--- config.mk ---
export PLATFORM = sky130hd
export DESIGN_NAME = alu_result_packer
export DESIGN_NICKNAME = d
export VERILOG_FILES = /design/src/rtl/alu_result_packer_pkg.sv /design/src/rtl/alu_result_packer_result_sync_fifo.sv /design/src/rtl/alu_result_packer.sv
export SDC_FILE = /design/constraint.sdc
export NUM_CORES = 1
export LEC_CHECK = 0
export ABC_AREA = 0
export CAP_MARGIN = 20
export CORE_MARGIN = 8
export CORE_UTILIZATION = 45
export CTS_BUF_LIST = sky130_fd_sc_hd__clkbuf_8
export DETAILED_ROUTE_END_ITERATION = 10
export PLACE_DENSITY = 0.62
export SETUP_SLACK_MARGIN = 0.3
export SLEW_MARGIN = 10
export SYNTH_ARGS = -nofsm -noshare
export SYNTH_HDL_FRONTEND = slang
export SYNTH_SLANG_ARGS = --single-unit
--- constraint.sdc ---
create_clock -name clk -period 6.82 [get_ports clk]
set_input_delay 1.705 -clock clk [delete_from_list [all_inputs] [get_ports clk]]
set_output_delay 1.705 -clock clk [all_outputs]
set_load 0.005 [all_outputs]
--- src/rtl/alu_result_packer_pkg.sv ---
// Shared types for the ALU result packer: element size encoding and FIFO entry layout.
package alu_result_packer_pkg;

  localparam int unsigned VrfAddrW = 9;

  typedef enum logic [1:0] {
    Sew8  = 2'b00,
    Sew16 = 2'b01,
    Sew32 = 2'b10
  } sew_t;

  typedef struct packed {
    logic [VrfAddrW-1:0] addr;
    logic [31:0]         data;
    logic [3:0]          bwe;
    logic                last;
  } vrf_wr_entry_t;

  // The reserved encoding 2'b11 behaves as a full 32-bit element.
  function automatic sew_t decode_sew(input logic [1:0] raw);
    return (raw == 2'b11) ? Sew32 : sew_t'(raw);
  endfunction

endpackage

--- src/rtl/alu_result_packer_result_sync_fifo.sv ---
// Generic synchronous FIFO with synchronous flush; a push into a full FIFO is ignored
// unless a pop happens in the same cycle.
module result_sync_fifo #(
  parameter int unsigned Width = 8,
  parameter int unsigned Depth = 8,
  localparam int unsigned PtrW = $clog2(Depth),
  localparam int unsigned CntW = $clog2(Depth) + 1
) (
  input  logic             clk,
  input  logic             rstn,
  input  logic             flush_i,
  input  logic             push_i,
  input  logic [Width-1:0] wdata_i,
  input  logic             pop_i,
  output logic [Width-1:0] rdata_o,
  output logic             full_o,
  output logic             empty_o,
  output logic [CntW-1:0]  count_o
);

  logic [Width-1:0] mem_q [Depth];
  logic [PtrW-1:0]  wr_ptr_q, wr_ptr_d, rd_ptr_q, rd_ptr_d;
  logic [CntW-1:0]  count_q, count_d;
  logic             wr_en, rd_en;

  assign full_o  = (count_q == CntW'(Depth));
  assign empty_o = (count_q == '0);
  assign count_o = count_q;
  assign rdata_o = mem_q[rd_ptr_q];

  assign wr_en = push_i && (!full_o || pop_i);
  assign rd_en = pop_i && !empty_o;

  always_comb begin
    wr_ptr_d = wr_ptr_q;
    rd_ptr_d = rd_ptr_q;
    count_d  = count_q;
    if (wr_en) wr_ptr_d = wr_ptr_q + PtrW'(1);
    if (rd_en) rd_ptr_d = rd_ptr_q + PtrW'(1);
    unique case ({wr_en, rd_en})
      2'b10:   count_d = count_q + CntW'(1);
      2'b01:   count_d = count_q - CntW'(1);
      default: count_d = count_q;
    endcase
    if (flush_i) begin
      wr_ptr_d = '0;
      rd_ptr_d = '0;
      count_d  = '0;
    end
  end

  always_ff @(posedge clk or negedge rstn) begin
    if (!rstn) begin
      wr_ptr_q <= '0;
      rd_ptr_q <= '0;
      count_q  <= '0;
    end else begin
      wr_ptr_q <= wr_ptr_d;
      rd_ptr_q <= rd_ptr_d;
      count_q  <= count_d;
    end
  end

  always_ff @(posedge clk) begin
    if (wr_en && !flush_i) mem_q[wr_ptr_q] <= wdata_i;
  end

endmodule

--- src/rtl/alu_result_packer.sv ---
// Packs SEW-sized ALU results into 32-bit VRF write words with byte enables, buffered
// through a FIFO that absorbs VRF write-port backpressure.
module alu_result_packer
  import alu_result_packer_pkg::*;
#(
  parameter int unsigned FIFO_DEPTH = 8,
  parameter int unsigned VRF_ADDR_W = VrfAddrW,
  parameter int unsigned AF_MARGIN  = 4
) (
  input  logic                  clk,
  input  logic                  rstn,
  input  logic                  start_i,
  input  logic [1:0]            sew_i,
  input  logic [VRF_ADDR_W-1:0] base_addr_i,
  input  logic                  alu_vld_i,
  input  logic [31:0]           alu_result_i,
  input  logic                  alu_last_i,
  output logic                  vrf_wvld_o,
  input  logic                  vrf_wrdy_i,
  output logic [VRF_ADDR_W-1:0] vrf_waddr_o,
  output logic [31:0]           vrf_wdata_o,
  output logic [3:0]            vrf_bwe_o,
  output logic                  almost_full_o,
  output logic                  busy_o,
  output logic                  done_o,
  output logic                  overflow_o
);

  localparam int unsigned CntW = $clog2(FIFO_DEPTH) + 1;
  localparam logic [CntW-1:0] AfThresh = CntW'(FIFO_DEPTH - AF_MARGIN);

  sew_t                  sew_q, sew_d;
  logic [VRF_ADDR_W-1:0] addr_q, addr_d;
  logic [1:0]            off_q, off_d;
  logic [31:0]           pack_data_q, pack_data_d;
  logic [3:0]            pack_bwe_q, pack_bwe_d;
  logic                  busy_q, busy_d, done_q, done_d, ovf_q, ovf_d, af_q, af_d;

  logic [31:0]     elem_data;
  logic [3:0]      elem_bwe;
  logic [1:0]      last_off;
  logic            accept, word_done, pop, fifo_full, fifo_empty;
  logic [CntW-1:0] fifo_count, count_nxt;
  vrf_wr_entry_t   push_entry, head_entry;

  // Position the incoming element inside the word being assembled.
  always_comb begin
    elem_data = alu_result_i;
    elem_bwe  = 4'hF;
    last_off  = 2'd0;
    case (sew_q)
      Sew8: begin
        elem_data = {24'b0, alu_result_i[7:0]} << {off_q, 3'b000};
        elem_bwe  = 4'b0001 << off_q;
        last_off  = 2'd3;
      end
      Sew16: begin
        elem_data = {16'b0, alu_result_i[15:0]} << {off_q[0], 4'b0000};
        elem_bwe  = 4'b0011 << {off_q[0], 1'b0};
        last_off  = 2'd1;
      end
      default: ;
    endcase
  end

  assign accept     = busy_q && alu_vld_i && !start_i;
  assign word_done  = accept && ((off_q == last_off) || alu_last_i);
  assign pop        = !fifo_empty && vrf_wrdy_i;
  assign push_entry = '{addr: addr_q, data: pack_data_q | elem_data,
                        bwe: pack_bwe_q | elem_bwe, last: alu_last_i};

  always_comb begin
    count_nxt = fifo_count;
    if (word_done && (!fifo_full || pop) && !pop) count_nxt = fifo_count + CntW'(1);
    else if (!word_done && pop)                   count_nxt = fifo_count - CntW'(1);
    if (start_i) count_nxt = '0;
  end

  always_comb begin
    sew_d       = sew_q;
    addr_d      = addr_q;
    off_d       = off_q;
    pack_data_d = pack_data_q;
    pack_bwe_d  = pack_bwe_q;
    busy_d      = busy_q;
    done_d      = 1'b0;
    ovf_d       = ovf_q;
    af_d        = (count_nxt >= AfThresh);
    if (start_i) begin
      sew_d       = decode_sew(sew_i);
      addr_d      = base_addr_i;
      off_d       = '0;
      pack_data_d = '0;
      pack_bwe_d  = '0;
      busy_d      = 1'b1;
      ovf_d       = 1'b0;
    end else begin
      if (word_done) begin
        addr_d      = addr_q + VRF_ADDR_W'(1);
        off_d       = '0;
        pack_data_d = '0;
        pack_bwe_d  = '0;
        if (fifo_full && !pop) ovf_d = 1'b1;
      end else if (accept) begin
        off_d       = off_q + 2'd1;
        pack_data_d = push_entry.data;
        pack_bwe_d  = push_entry.bwe;
      end
      if (pop && head_entry.last) begin
        busy_d = 1'b0;
        done_d = 1'b1;
      end
    end
  end

  always_ff @(posedge clk or negedge rstn) begin
    if (!rstn) begin
      sew_q       <= Sew8;
      addr_q      <= '0;
      off_q       <= '0;
      pack_data_q <= '0;
      pack_bwe_q  <= '0;
      busy_q      <= 1'b0;
      done_q      <= 1'b0;
      ovf_q       <= 1'b0;
      af_q        <= 1'b0;
    end else begin
      sew_q       <= sew_d;
      addr_q      <= addr_d;
      off_q       <= off_d;
      pack_data_q <= pack_data_d;
      pack_bwe_q  <= pack_bwe_d;
      busy_q      <= busy_d;
      done_q      <= done_d;
      ovf_q       <= ovf_d;
      af_q        <= af_d;
    end
  end

  result_sync_fifo #(
    .Width ($bits(vrf_wr_entry_t)),
    .Depth (FIFO_DEPTH)
  ) u_fifo (
    .clk     (clk),
    .rstn    (rstn),
    .flush_i (start_i),
    .push_i  (word_done),
    .wdata_i (push_entry),
    .pop_i   (pop),
    .rdata_o (head_entry),
    .full_o  (fifo_full),
    .empty_o (fifo_empty),
    .count_o (fifo_count)
  );

  // Payload is forced to zero when idle so nothing stale leaks out of the FIFO storage.
  assign vrf_wvld_o    = !fifo_empty;
  assign vrf_waddr_o   = vrf_wvld_o ? head_entry.addr : '0;
  assign vrf_wdata_o   = vrf_wvld_o ? head_entry.data : '0;
  assign vrf_bwe_o     = vrf_wvld_o ? head_entry.bwe : '0;
  assign almost_full_o = af_q;
  assign busy_o        = busy_q;
  assign done_o        = done_q;
  assign overflow_o    = ovf_q;

endmodule

==> summary by stage <==
Outcome
The run finished with clean final reports.

Critical path
The number of cell instances on the worst register-to-register path is 6. The path type of the worst setup path is reg2out. In this run the number of cells on the critical path is 5. STA classifies the critical path endpoint as a primary output. The combined buffer and inverter count along the critical path is 2.

The most critical setup path has its startpoint at u_fifo.rd_ptr_q[0]. The arrival time of the worst setup path is 3370 ps. Traced cell by cell, the critical path runs through buf_4 > mux4_2 > mux2i_1 > nor2_1 > clkdlybuf4s50_1. The startpoint identified for the worst register-to-register timing path is off_q[0]. The worst register-to-register path ends at u_fifo.mem_q[6][30]. The slowest stage of the critical path belongs to the cell sky130_fd_sc_hd__dfrtp_4.

Along the worst path, the maximum fanout reaches 37. The stage delay of the slowest cell on the critical path is 950 ps. The worst setup path is launched from a flop. The setup check on the worst reg-to-reg path leaves a slack of 3660 ps. The cell class contributing the biggest share of worst-path delay is buffers and inverters. At the worst endpoint, the required time is 5120 ps. The most critical setup path has its endpoint at vrf_bwe_o[2].

CTS
The hold buffer count at cts is 0. The number of gates resized after CTS was 0. The root cell of the clock tree is sky130_fd_sc_hd__clkbuf_8.

The H-tree level count is 3. Buffers added to address setup during post-CTS repair amount to 0. TritonCTS built the clock tree. The clock transition time at the flip-flop clock pins of the worst setup and hold paths is 70 ps. The clock latency on the worst-skew pair is 610 ps. CTS saw 431 sinks. The TritonCTS buffer count is 72. No sink is reached through more buffers than the 3 on the longest clock path.

Floorplan
After floorplanning, the core was divided into 72 placement rows. The I/O pin count is 99. The floorplan step defined a die boundary enclosing 45000 sq um. The die height is ~210 microns. The floorplan step set the die width to 212 microns. The core area is 38300 sq um. The initial utilization of the core area, before any placement, comes to 45.2%.

Synthesis
The biggest area contributor in the post-synthesis netlist is sky130_fd_sc_hd__edfxtp_1. The number of storage elements in the synthesis netlist is between 400 and 500. Sequential cells were found to cover 73.0% of the synthesized design area. The number of flops mapped to enable cells by yosys is 368. The cell with the most instances after synthesis is sky130_fd_sc_hd__edfxtp_1. In the synthesized netlist the dominant register cell turns out to be sky130_fd_sc_hd__edfxtp_1. The mean cell area of the mapped netlist is around 19 sq um. The area fraction of the dominant cell type after synthesis is around 64%. Yosys mapped the design onto 54 distinct sky130hd cell types. For this run, asynchronously set or reset flops after synthesis account for between 10% and 20%.

The number of cells produced by synthesis is 927. Counting instances in the post-synthesis netlist gives the leading cell types as sky130_fd_sc_hd__edfxtp_1 (368), sky130_fd_sc_hd__mux4_2 (92), sky130_fd_sc_hd__nor2_1 (72), sky130_fd_sc_hd__dfrtp_1 (63), sky130_fd_sc_hd__mux2i_1 (50). Yosys printed 0 warnings. The cell area after technology mapping is 17300 sq um.

The post-synthesis net count is ~990. After synthesis, the cell types taking the most area are sky130_fd_sc_hd__edfxtp_1 (64%), sky130_fd_sc_hd__mux4_2 (12%), sky130_fd_sc_hd__dfrtp_1 (9.1%).

Power and ir drop
Internal power comes to 0.00498 W. Of the total power, the share spent switching nets is 27.1%. IR analysis of the VDD net gives a maximum drop of 0.216 mV. The ratio of total power to cell area is roughly 340 nW/um^2. In this run the static leakage power is 6.81 nW. The proportion of power drawn by flip-flops and latches is 45.9%. The analysis attributes to net switching a power of between 0.0015 and 0.002 W. The clock network is responsible for 31.1% of the overall power. The share of power burned in combinational logic is a little under a quarter.

STA
The worst path uses 74.4% of the clock period. The worst max-slew margin expressed relative to the limit is 29.1%. The max-slew violation total from the final report is 0. For the pin with the worst max-slew slack, the measured transition is 1050 ps.

Setup slack on the critical path of the routed design comes to ~1700 ps. The routed design could run at a clock period as short as 5080 ps. Adding up every negative setup slack in the final design gives 0 ps. The number of failing hold endpoints at the final stage is 0. Setup repair after global routing left no endpoint under its margin. For the final database, setup skew stands at 30.0 ps. Setup violations remaining at the end of the flow were counted as 0. For this run, the top clock speed supported by timing is ~200 MHz.

Detailed routing
The total DRC errors in the routed layout is 0. The remaining number of nets flagged by the antenna check after routing is 0. The first detailed-routing pass took 4 iterations.

The final routed wire length divided by cell count is ~23 microns. The routed design has 38200 microns of wire. The number of DRC markers after the initial detailed-route iteration is 690. The average via count per standard cell is 5.53. The detailed router placed 9102 vias in this run.

Cells and area
The number of inserted diodes is 0. Cells with a size suffix above 1 make up a little over a fifth of the layout. The number of nets in the layout is 1131. Relative to the synthesized area, the layout overhead comes to 17.4%.

Global route
The total overflow left after global routing is 0. Entering global routing, the biggest net connects 64 pins. The via count of the first global-routing pass was 9607.

The wire length of the first global-routing pass is 59100 microns. The number of antenna violations at the first check in global routing was 1. The total track usage is between 15 and 20%.

Place
The post-placement worst setup slack is 1830 ps. At the end of routability-driven placement, the weighted congestion stood at a little under 0.8. The port buffer count is just under 100.

The half-perimeter wire length after placement is 22900 microns.

Worst hold path
The cell depth of the worst min-delay path is 1. The path type of the worst min-delay path is reg2reg.

Job
Max-cap violations in this run came to 0.
[cells by family after synthesis]
family / count (synthesis) / share of synthesized area (%)
compound gates: 113 / 5.12
simple gates: 155 / 4.01
buf+inv: 65 / 1.66
flops: 431 / 73.0
mux: 145 / 15.1
xor+xnor: 8 / 0.405
fa+ha+maj: 10 / 0.723
[stage by stage]
stage | cells | total power (W) | util (%) | hold slack, ps | cell area (sq um)
finish | 1646 | 0.00683 | 53.0 | 508 | 20300
global route | 1646 | 0.00718 | 53.0 | 520 | 20300
CTS | 1646 | 0.00694 | 53.0 | 509 | 20300
detailed placement | 1516 | 0.00480 | 49.5 | 493 | 18900
global placement | 1516 | 0.00479 | 49.5 | 488 | 18900
floorplan | 927 | 0.00408 | - | 473 | 17300
[layer usage]
metal	share of wire [%]	wire [microns]	global-route usage, %
met1	45	17300	24.0
met2	47	17900	26.5
met4	1.9	712	6.04
met5	0.034	13	0
met3	6.2	2350	4.70
[worst register-to-register path, stage by stage (launching register included)]
cell and delay [ps]:
sky130_fd_sc_hd__dfrtp_1 610, sky130_fd_sc_hd__nor2b_1 320, sky130_fd_sc_hd__a211oi_4 150, sky130_fd_sc_hd__nor2_4 370
sky130_fd_sc_hd__nand3_1 360, sky130_fd_sc_hd__nor2_4 390, sky130_fd_sc_hd__buf_4 560
[worst min-delay path by stage]
stage,start,to,slack [ps]
6_report,pack_data_q[11],pack_data_q[11],510
5_1_grt,pack_data_q[30],pack_data_q[30],520
4_1_cts,pack_data_q[31],pack_data_q[31],510
3_5_place_dp,pack_data_q[9],pack_data_q[9],490
3_3_place_gp,pack_data_q[15],pack_data_q[15],490
2_1_floorplan,pack_data_q[26],pack_data_q[26],470
[power by group through the flow]
stage                     clock network [W]  registers (W)  logic, W
after floorplan                           0        0.00309  0.000989
after global placement                    0        0.00319   0.00161
after detailed placement                  0        0.00319   0.00161
after CTS                           0.00218        0.00314   0.00162
after global routing                0.00231        0.00315   0.00172
final                               0.00212        0.00313   0.00158
[area by class of cell]
cell class              count  area, sq um
repair buffers            120         1150
multi-input cells         431         4450
clock inverters            48          231
well taps                 518          648
fillers                  3078        18000
clock buffers              82         1130
flip-flops and latches    431        12600
inverters                  16         60.1
[state kept, by name (all words and copies together), names as in the netlist, 2 cells and up]
name and flops:
pack_bwe_q 4, off_q 2, u_fifo.count_o 4, u_fifo.wr_ptr_q 3
u_fifo.rd_ptr_q 3, u_fifo.mem_q 368, pack_data_q 32, addr_q 9
sew_q 2
[cells in the final DEF, fill, tap and decap left out, types with 2 or more instances in the layout]
cell type | Yosys | final
sky130_fd_sc_hd__nor2_4 | 1 | 4
sky130_fd_sc_hd__xor2_1 | 4 | 4
sky130_fd_sc_hd__nand2_1 | 37 | 37
sky130_fd_sc_hd__nor2b_1 | 3 | 2
sky130_fd_sc_hd__buf_4 | 4 | 21
sky130_fd_sc_hd__a21o_1 | 7 | 7
sky130_fd_sc_hd__and2_1 | 4 | 4
sky130_fd_sc_hd__edfxtp_1 | 368 | 368
sky130_fd_sc_hd__a311oi_1 | 5 | 5
sky130_fd_sc_hd__clkinv_2 | 0 | 7
sky130_fd_sc_hd__a221oi_1 | 8 | 8
sky130_fd_sc_hd__mux4_2 | 92 | 92
sky130_fd_sc_hd__nand3_1 | 10 | 10
sky130_fd_sc_hd__a211oi_1 | 3 | 3
sky130_fd_sc_hd__xnor2_1 | 4 | 4
sky130_fd_sc_hd__clkinvlp_4 | 0 | 3
sky130_fd_sc_hd__a221o_1 | 17 | 17
sky130_fd_sc_hd__mux2_2 | 2 | 2
sky130_fd_sc_hd__a211o_1 | 2 | 2
sky130_fd_sc_hd__o21ai_0 | 4 | 4
sky130_fd_sc_hd__nand2b_1 | 3 | 3
sky130_fd_sc_hd__a22o_1 | 25 | 25
sky130_fd_sc_hd__and3_1 | 2 | 2
sky130_fd_sc_hd__nor2_2 | 1 | 2
sky130_fd_sc_hd__dfrtp_4 | 0 | 2
sky130_fd_sc_hd__inv_2 | 2 | 2
sky130_fd_sc_hd__nor3_1 | 13 | 9
sky130_fd_sc_hd__ha_1 | 10 | 10
sky130_fd_sc_hd__mux2i_1 | 50 | 50
sky130_fd_sc_hd__clkinv_1 | 0 | 10
sky130_fd_sc_hd__nor2_1 | 72 | 68
sky130_fd_sc_hd__o211ai_1 | 3 | 3
sky130_fd_sc_hd__clkdlybuf4s50_1 | 0 | 97
sky130_fd_sc_hd__dfrtp_1 | 63 | 60
sky130_fd_sc_hd__inv_1 | 14 | 40
sky130_fd_sc_hd__clkbuf_8 | 0 | 82
sky130_fd_sc_hd__a21oi_1 | 30 | 30
sky130_fd_sc_hd__nor3_2 | 1 | 5
No activity file was read; power rests on OpenSTA's default activity.
